[src/rtl/mem_pkg.sv]
// Shared encodings for the data_mem_ctrl load/store sequencer and its data_memory port.
package mem_pkg;

    localparam logic [1:0] SZ_BYTE = 2'b00;
    localparam logic [1:0] SZ_HALF = 2'b01;
    localparam logic [1:0] SZ_WORD = 2'b10;

    localparam logic MEM_SZ_BYTE = 1'b0;
    localparam logic MEM_SZ_WORD = 1'b1;

    typedef enum logic [1:0] {
        S_IDLE,
        S_BEAT0,
        S_BEAT1,
        S_RESP
    } state_t;

    // Misaligned word/half or the reserved size code.
    function automatic logic is_bad(input logic [1:0] size, input logic [1:0] addr_lo);
        case (size)
            SZ_BYTE: is_bad = 1'b0;
            SZ_HALF: is_bad = addr_lo[0];
            SZ_WORD: is_bad = (addr_lo != 2'b00);
            default: is_bad = 1'b1;
        endcase
    endfunction

endpackage

[src/rtl/data_mem_ctrl_load_align_ext.sv]
// Sign/zero extension of the raw load capture into the response data word.
module load_align_ext
    import mem_pkg::*;
#(
    parameter int unsigned DATA_W = 32
) (
    input  logic [1:0]        size,
    input  logic              sgn,
    input  logic [DATA_W-1:0] raw,
    output logic [DATA_W-1:0] data
);

    always_comb begin
        data = '0;
        case (size)
            SZ_BYTE: data = sgn ? {{(DATA_W-8){raw[7]}}, raw[7:0]} : DATA_W'(raw[7:0]);
            SZ_HALF: data = sgn ? {{(DATA_W-16){raw[15]}}, raw[15:0]} : DATA_W'(raw[15:0]);
            SZ_WORD: data = raw;
            default: data = '0;
        endcase
    end

endmodule

[src/rtl/data_mem_ctrl.sv]
// Load/store sequencer driving data_memory; halfwords are split into two byte beats.
module data_mem_ctrl
    import mem_pkg::*;
#(
    parameter int unsigned ADDR_W = 8,
    parameter int unsigned DATA_W = 32
) (
    input  logic              clk,
    input  logic              reset,
    input  logic              req_valid,
    output logic              req_ready,
    input  logic              req_rw,
    input  logic [1:0]        req_size,
    input  logic              req_signed,
    input  logic [ADDR_W-1:0] req_addr,
    input  logic [DATA_W-1:0] req_wdata,
    output logic              rsp_valid,
    output logic [DATA_W-1:0] rsp_rdata,
    output logic              rsp_err,
    output logic [ADDR_W-1:0] mem_A,
    output logic [DATA_W-1:0] mem_DI,
    output logic              mem_Size,
    output logic              mem_RW,
    output logic              mem_E,
    input  logic [DATA_W-1:0] mem_DO
);

    state_t            state, state_n;
    logic              rw_q, signed_q, err_q, size_hold_q;
    logic [1:0]        size_q;
    logic [ADDR_W-1:0] addr_q, a_hold_q;
    logic [DATA_W-1:0] wdata_q, raw_q, ext_data;
    logic              beat0, beat1;

    always_comb begin
        state_n   = state;
        req_ready = 1'b0;
        case (state)
            S_IDLE: begin
                req_ready = 1'b1;
                if (req_valid)
                    state_n = is_bad(req_size, req_addr[1:0]) ? S_RESP : S_BEAT0;
            end
            S_BEAT0: state_n = (size_q == SZ_HALF) ? S_BEAT1 : S_RESP;
            S_BEAT1: state_n = S_RESP;
            S_RESP:  state_n = S_IDLE;
            default: state_n = S_IDLE;
        endcase
    end

    assign beat0 = (state == S_BEAT0);
    assign beat1 = (state == S_BEAT1);

    // Pins outside the beats fall back to the last driven address/size.
    always_comb begin
        mem_A    = a_hold_q;
        mem_Size = size_hold_q;
        mem_DI   = '0;
        mem_RW   = (beat0 || beat1) && rw_q;
        mem_E    = (beat0 || beat1) && rw_q;
        if (beat0) begin
            mem_A    = addr_q;
            mem_Size = (size_q == SZ_WORD) ? MEM_SZ_WORD : MEM_SZ_BYTE;
            if (rw_q) begin
                case (size_q)
                    SZ_WORD: mem_DI = wdata_q;
                    SZ_HALF: mem_DI = DATA_W'(wdata_q[15:8]);
                    default: mem_DI = DATA_W'(wdata_q[7:0]);
                endcase
            end
        end else if (beat1) begin
            mem_A    = addr_q + ADDR_W'(1);
            mem_Size = MEM_SZ_BYTE;
            if (rw_q)
                mem_DI = DATA_W'(wdata_q[7:0]);
        end
    end

    always_ff @(posedge clk or posedge reset) begin
        if (reset) begin
            state       <= S_IDLE;
            rw_q        <= 1'b0;
            signed_q    <= 1'b0;
            err_q       <= 1'b0;
            size_q      <= SZ_BYTE;
            addr_q      <= '0;
            wdata_q     <= '0;
            raw_q       <= '0;
            a_hold_q    <= '0;
            size_hold_q <= 1'b0;
        end else begin
            state <= state_n;
            case (state)
                S_IDLE: begin
                    if (req_valid) begin
                        rw_q     <= req_rw;
                        size_q   <= req_size;
                        signed_q <= req_signed;
                        addr_q   <= req_addr;
                        wdata_q  <= req_wdata;
                        err_q    <= is_bad(req_size, req_addr[1:0]);
                        raw_q    <= '0;
                    end
                end
                S_BEAT0: begin
                    a_hold_q    <= mem_A;
                    size_hold_q <= mem_Size;
                    if (!rw_q)
                        raw_q <= (size_q == SZ_WORD) ? mem_DO : DATA_W'(mem_DO[7:0]);
                end
                S_BEAT1: begin
                    a_hold_q    <= mem_A;
                    size_hold_q <= mem_Size;
                    // First beat supplied the high byte (big-endian half).
                    if (!rw_q)
                        raw_q <= DATA_W'({raw_q[7:0], mem_DO[7:0]});
                end
                default: ;
            endcase
        end
    end

    load_align_ext #(.DATA_W(DATA_W)) u_ext (
        .size (size_q),
        .sgn  (signed_q),
        .raw  (raw_q),
        .data (ext_data)
    );

    assign rsp_valid = (state == S_RESP);
    assign rsp_err   = rsp_valid && err_q;
    assign rsp_rdata = (rsp_valid && !rw_q && !err_q) ? ext_data : '0;

endmodule

[config.mk]
export PLATFORM = sky130hd
export DESIGN_NAME = data_mem_ctrl
export DESIGN_NICKNAME = d
export VERILOG_FILES = /design/src/rtl/mem_pkg.sv /design/src/rtl/data_mem_ctrl_load_align_ext.sv /design/src/rtl/data_mem_ctrl.sv
export SDC_FILE = /design/constraint.sdc
export NUM_CORES = 1
export LEC_CHECK = 0
export BUFFER_PORTS_ARGS = -buffer_cell sky130_fd_sc_hd__buf_2
export CORE_ASPECT_RATIO = 0.75
export CORE_UTILIZATION = 45
export DETAILED_ROUTE_END_ITERATION = 16
export PLACE_DENSITY = 0.88
export SLEW_MARGIN = 10
export SYNTH_ARGS = -nofsm -noshare
export SYNTH_HDL_FRONTEND = slang
export SYNTH_SLANG_ARGS = --single-unit
[constraint.sdc]
create_clock -name clk -period 2.5 [get_ports clk]
set_input_delay 0.125 -clock clk [delete_from_list [all_inputs] [get_ports clk]]
set_output_delay 0.125 -clock clk [all_outputs]
set_load 0.01 [all_outputs]
* Word-level counts from Yosys, hierarchy flattened
Index checks and enable logic that the tools add are counted.
Widths: inputs -> output; s select.
** Word-level totals
- Bits of input ports :: 79
- Output and inout bits :: 78
- Register bits :: 88
** Operators by class
- Muxes and demuxes :: 27
- $add $sub $neg :: 1
- Reductions and logical operators :: 15
- Equal/unequal tests :: 10
** Operators by type and width (number)
- $mux 32 :: 9
- $pmux 32 s3 :: 2
- $pmux 32 s2 :: 1
- $mux 8 :: 4
- $add 8x1->8 const B :: 1
- $eq 2x2->1 const B :: 4
- $pmux 2 s4 :: 1
- $mux 1 :: 7
- $eq 2x1->1 const B :: 3
- $logic_not 2->1 :: 3
- $ne 2x2->1 const B :: 3
- $logic_and 1x1->1 :: 4
- $mux 2 :: 2
- $reduce_and 4->1 :: 1
- $pmux 1 s3 :: 1
- $reduce_bool 3->1 :: 1
- $logic_not 1->1 :: 2
- $reduce_and 2->1 :: 1
- $reduce_bool 2->1 :: 1
- $reduce_or 2->1 :: 1
- $logic_or 1x1->1 :: 1

* Longest topological paths before layout
- Depth after elaboration :: 7
- Mapped depth :: 9

* Modules after synthesis
From an unflattened synthesis, not the netlist that was laid out.
** Second synthesis, totals
- Cells, all modules :: 447
- Area, all modules :: 4734.5 µm²
** Modules (own cells, without submodules)
- data_mem_ctrl :: seq. area each 2202.1 µm², area each 4311.6 µm², instances 1, cells an instance 393
- load_align_ext :: seq. area each 0.0 µm², area each 422.9 µm², instances 1, cells an instance 54

* Worst setup path after synthesis
Ideal clock, no wire load.
- Kind :: register to register
- From :: register state[0]
- To :: register raw_q[10]
- Path slack :: 0.425 ns
- Library setup time :: 0.127 ns
- Buffers on the path :: 3
- Arrival :: 1.948 ns
- Clock period less this slack :: 2.075 ns
- Stages on the path, launching flop included :: 10
- Required time :: 2.373 ns
- Path through :: dfrtp_1 -> inv_1 -> ha_1 -> buf_6 -> or2_1 -> buf_6 -> a211o_1 -> buf_6 -> a222oi_1 -> inv_1
** On the way
- Cells in the longest elaborated chain, start to end :: 3
- Elaborated cells on any way between the ends :: 9
- Those cells by class :: 5 x eq/ne; 1 x mux; 3 x reduce/logical
** Ends and longest elaborated chain
- start: declaration :: RTL line data_mem_ctrl.sv:28 : state_t state, state_n;
- start signal: assignment :: RTL line data_mem_ctrl.sv:92 : state <= state_n;
- $eq 2x2->1 (tied with other cells) :: RTL line data_mem_ctrl.sv:93 : case (state)
- $ne 2x2->1 (no line) / $reduce_bool 3->1 (equally long branches)
- $reduce_and 4->1 (no line)
- end signal: assignment :: RTL line data_mem_ctrl.sv:109 : raw_q <= (size_q == SZ_WORD) ? mem_DO : DATA_W'(mem_DO[7:0]);
- end signal: assignment :: RTL line data_mem_ctrl.sv:116 : raw_q <= DATA_W'({raw_q[7:0], mem_DO[7:0]});
- end: declaration :: RTL line data_mem_ctrl.sv:32 : logic [DATA_W-1:0] wdata_q, raw_q, ext_data;
Parallel ways exist; a longest one is shown, timed or not.
A chain may end at the register's enable or synchronous reset.

* Final worst setup path
- From :: register state[0]
- To :: output port rsp_rdata[3]
** On the way
- Cells in the longest elaborated chain, start to end :: 4
** Ends and longest elaborated chain
- $eq 2x2->1 :: RTL line data_mem_ctrl.sv:130 : assign rsp_valid = (state == S_RESP);
- $logic_and 1x1->1 (2 in a row) :: RTL line data_mem_ctrl.sv:132 : assign rsp_rdata = (rsp_valid && !rw_q && !err_q) ? ext_data : '0;
- $mux 32 :: RTL line data_mem_ctrl.sv:132
- end: declaration :: RTL line data_mem_ctrl.sv:18 : output logic [DATA_W-1:0] rsp_rdata,
No other way between the ends.

==> flow_summary.json <==
{
  "grt_pass1_wl_um": 18650,
  "drt_iter0_drc": 301,
  "grt_pass1_vias": 3715,
  "first_pass_iters": 6,
  "crit_required_ps": 2380,
  "dp_slack_ps": 297.3,
  "fin_util_pct": 61.67,
  "maxSlewViolCount": 0,
  "p_per_area_nw_per_um2": 1205,
  "place_hpwl_um": 8619,
  "grt_overflow_total": 0,
  "cts.htree.levels": 3,
  "crit_arrival_ps": 2270,
  "period_needed_ps": 2392,
  "cts_buffers": 9,
  "drc": 0,
  "ys_seq_area_share_pct": 49.59,
  "ant_nets": 0,
  "end_kind": "primary output",
  "rsz0062_at_grt": "false",
  "fin_setup_tns_ps": 0,
  "post_cts_buffers": 0,
  "synth_top_area_cell": "dfrtp_1",
  "synth_top_area_share_pct": 49.59,
  "rrSetupSlack_ps": 300,
  "post_synth_num_cell_types": 44,
  "fmax_mhz": 418.1,
  "die_w_um": 116.7,
  "hold_violations": 0,
  "rows": 30,
  "synth_edf_count": 0,
  "io_pins": 157,
  "fill_cells": 795,
  "vdd_drop_max_uv": 588.3,
  "min_period_over_period_pct": 95.67,
  "post_drt_wl_per_cell_um": 16.62,
  "tritoncts": "built",
  "antenna_found_initial": 1,
  "path_max_fanout": 8,
  "yosys-top-cells-count": "88 x dfrtp_1, 50 x nand2_1, 47 x mux2_2",
  "final_nets": 667,
  "clock_skew_ps": 4.662,
  "synth_most_common_cell": "dfrtp_1",
  "report.final.setup_viol": 0,
  "die_area_um2": 10270,
  "port_buffers": 156,
  "syn-num-nets": 513,
  "layout_setup_ws_ps": 108.3,
  "critPathLaunchType": "flip-flop",
  "cts_root_buf": "clkbuf_16",
  "insertion_delay_ps": 340,
  "cts.sinks": 88,
  "whs_ps": 8.369,
  "hold_path.class": "in2reg",
  "status": "finished, final reports clean",
  "track_usage_pct": 23.99,
  "async_flop_share_pct": 100.0,
  "synthToLayoutAreaGrowth_pct": 29.28,
  "drive_gt1_share_pct": 40.72,
  "ys.warnings.count": 0,
  "maxCapViolations": 0,
  "synth_area_leaders": "dfrtp_1 50%, mux2_2 12%, a22o_1 4.9%, and2_1 4.9%, nand2_1 4.2%",
  "diodes": 0,
  "ys_ff_latch": 88,
  "grt_max_degree": 56,
  "start_util_pct": 47.70,
  "critPathKind": "reg2out",
  "num_vias": 3874,
  "syn_inst": 423,
  "gp_congestion": 0.8652,
  "power_leakage_uw": 0.002890,
  "coreArea_um2": 9309,
  "tightest_slew_ps": 601.6,
  "synth_area_um2": 4441,
  "wirelength_um": 11800,
  "die_h_um": 88.03,
  "clk_pin_slew_ps": 60,
  "vias_per_cell": 5.456,
  "cts_buffer_depth": 2,
  "slew_headroom_pct": 59.85,
  "synth_flop_cell": "dfrtp_1",
  "syn_area_per_cell_um2": 10.50
}
==> worst max-delay path, cell delays in order, from the launching register on <==
cell	delay (ps)
dfrtp_1	400
ha_2	270
or4b_2	640
nor2_2	310
and2_1	180
buf_2	130
==> final timing paths <==
| path | start | endpoint | depth (start not counted) |
|---|---|---|---|
| max reg2reg | state[1] | raw_q[9] | 7 |
| min in group asynchronous | reset | raw_q[24] | 3 |
| min reg2reg | wdata_q[23] | wdata_q[23] | 1 |
| min | mem_DO[22] | raw_q[22] | 2 |
| max | state[0] | rsp_rdata[3] | 5 |
| max in group asynchronous | reset | a_hold_q[4] | 4 |
==> routing by layer <==
metal / up-vias / GRT usage, % / part of all wire [%]
li1: 1803 / - / -
met4: 2 / 6.674 / 1.2
met3: 15 / 7.820 / 8.8
met1: 1856 / 31.71 / 44
met2: 198 / 37.98 / 46
met5: - / 0 / 0.14
==> placed cells by master, fill, tap and decap left out, types with 3 or more instances in the layout <==
master,Yosys,layout
buf_2,3,156
dfrtp_1,88,88
nand2_1,50,49
mux2_2,47,47
and2_1,35,35
a21oi_1,34,34
a22o_1,25,25
inv_1,18,17
o21ai_0,14,14
nor2_1,11,10
ha_1,11,10
clkbuf_16,0,9
buf_4,1,9
a222oi_1,7,7
nor3_1,6,6
nand3_1,4,4
o22ai_1,4,4
dlygate4sd3_1,0,4
nand2b_1,3,3
mux2i_1,3,3
nand4_1,3,3
and3_1,3,3
buf_12,0,3
==> cell families (layout without fill, tap and decap cells) <==
family	after synthesis	count (layout)	share of synthesized area [%]
compound gates	101	101	15.75
simple gates	126	126	14.31
flops	88	88	49.59
buf+inv	47	206	4.649
fa+ha+maj	11	11	3.099
mux	50	50	12.60
==> timing repair <==
action	in CTS	in global routing
hold buffers	4	0
endpoints found under the hold margin	36	0
endpoints found under the setup margin	8	20
gates resized for setup	1	2
pin swaps	0	0
==> layout make-up <==
type | instances | area [um^2] | share of cell area, %
Timing Repair Buffer | 172 | 948.4 | 16.52
Clock inverter | 5 | 81.33 | 1.417
Inverter | 18 | 68.82 | 1.199
Sequential cell | 88 | 2202 | 38.36
Clock buffer | 11 | 232.7 | 4.054
Tap cell | 128 | 160.2 | 2.790
Multi-Input combinational cell | 288 | 2047 | 35.66
==> where the power goes <==
part | internal, uW | switching, uW | total, uW | leakage, uW
clock | 876 | 544 | 1420 | 0.000150
combinational | 1360 | 1650 | 3020 | 0.00163
sequential | 2010 | 468 | 2480 | 0.00111
==> sequential cells by signal, indices dropped and copies added, names as in the netlist <==
signal       count
a_hold_q         8
addr_q           8
err_q            1
raw_q           32
rw_q             1
signed_q         1
size_hold_q      1
size_q           2
state            2
wdata_q         32
==> stage by stage <==
step	instances	power (uW)	cell area (um^2)
after global routing	710	7408	5741
after CTS	710	6953	5737
after floorplan	423	4523	4441
final	710	6919	5741
after global placement	690	5341	5380
after detailed placement	690	5505	5380
(Power assumes the default switching activity.)
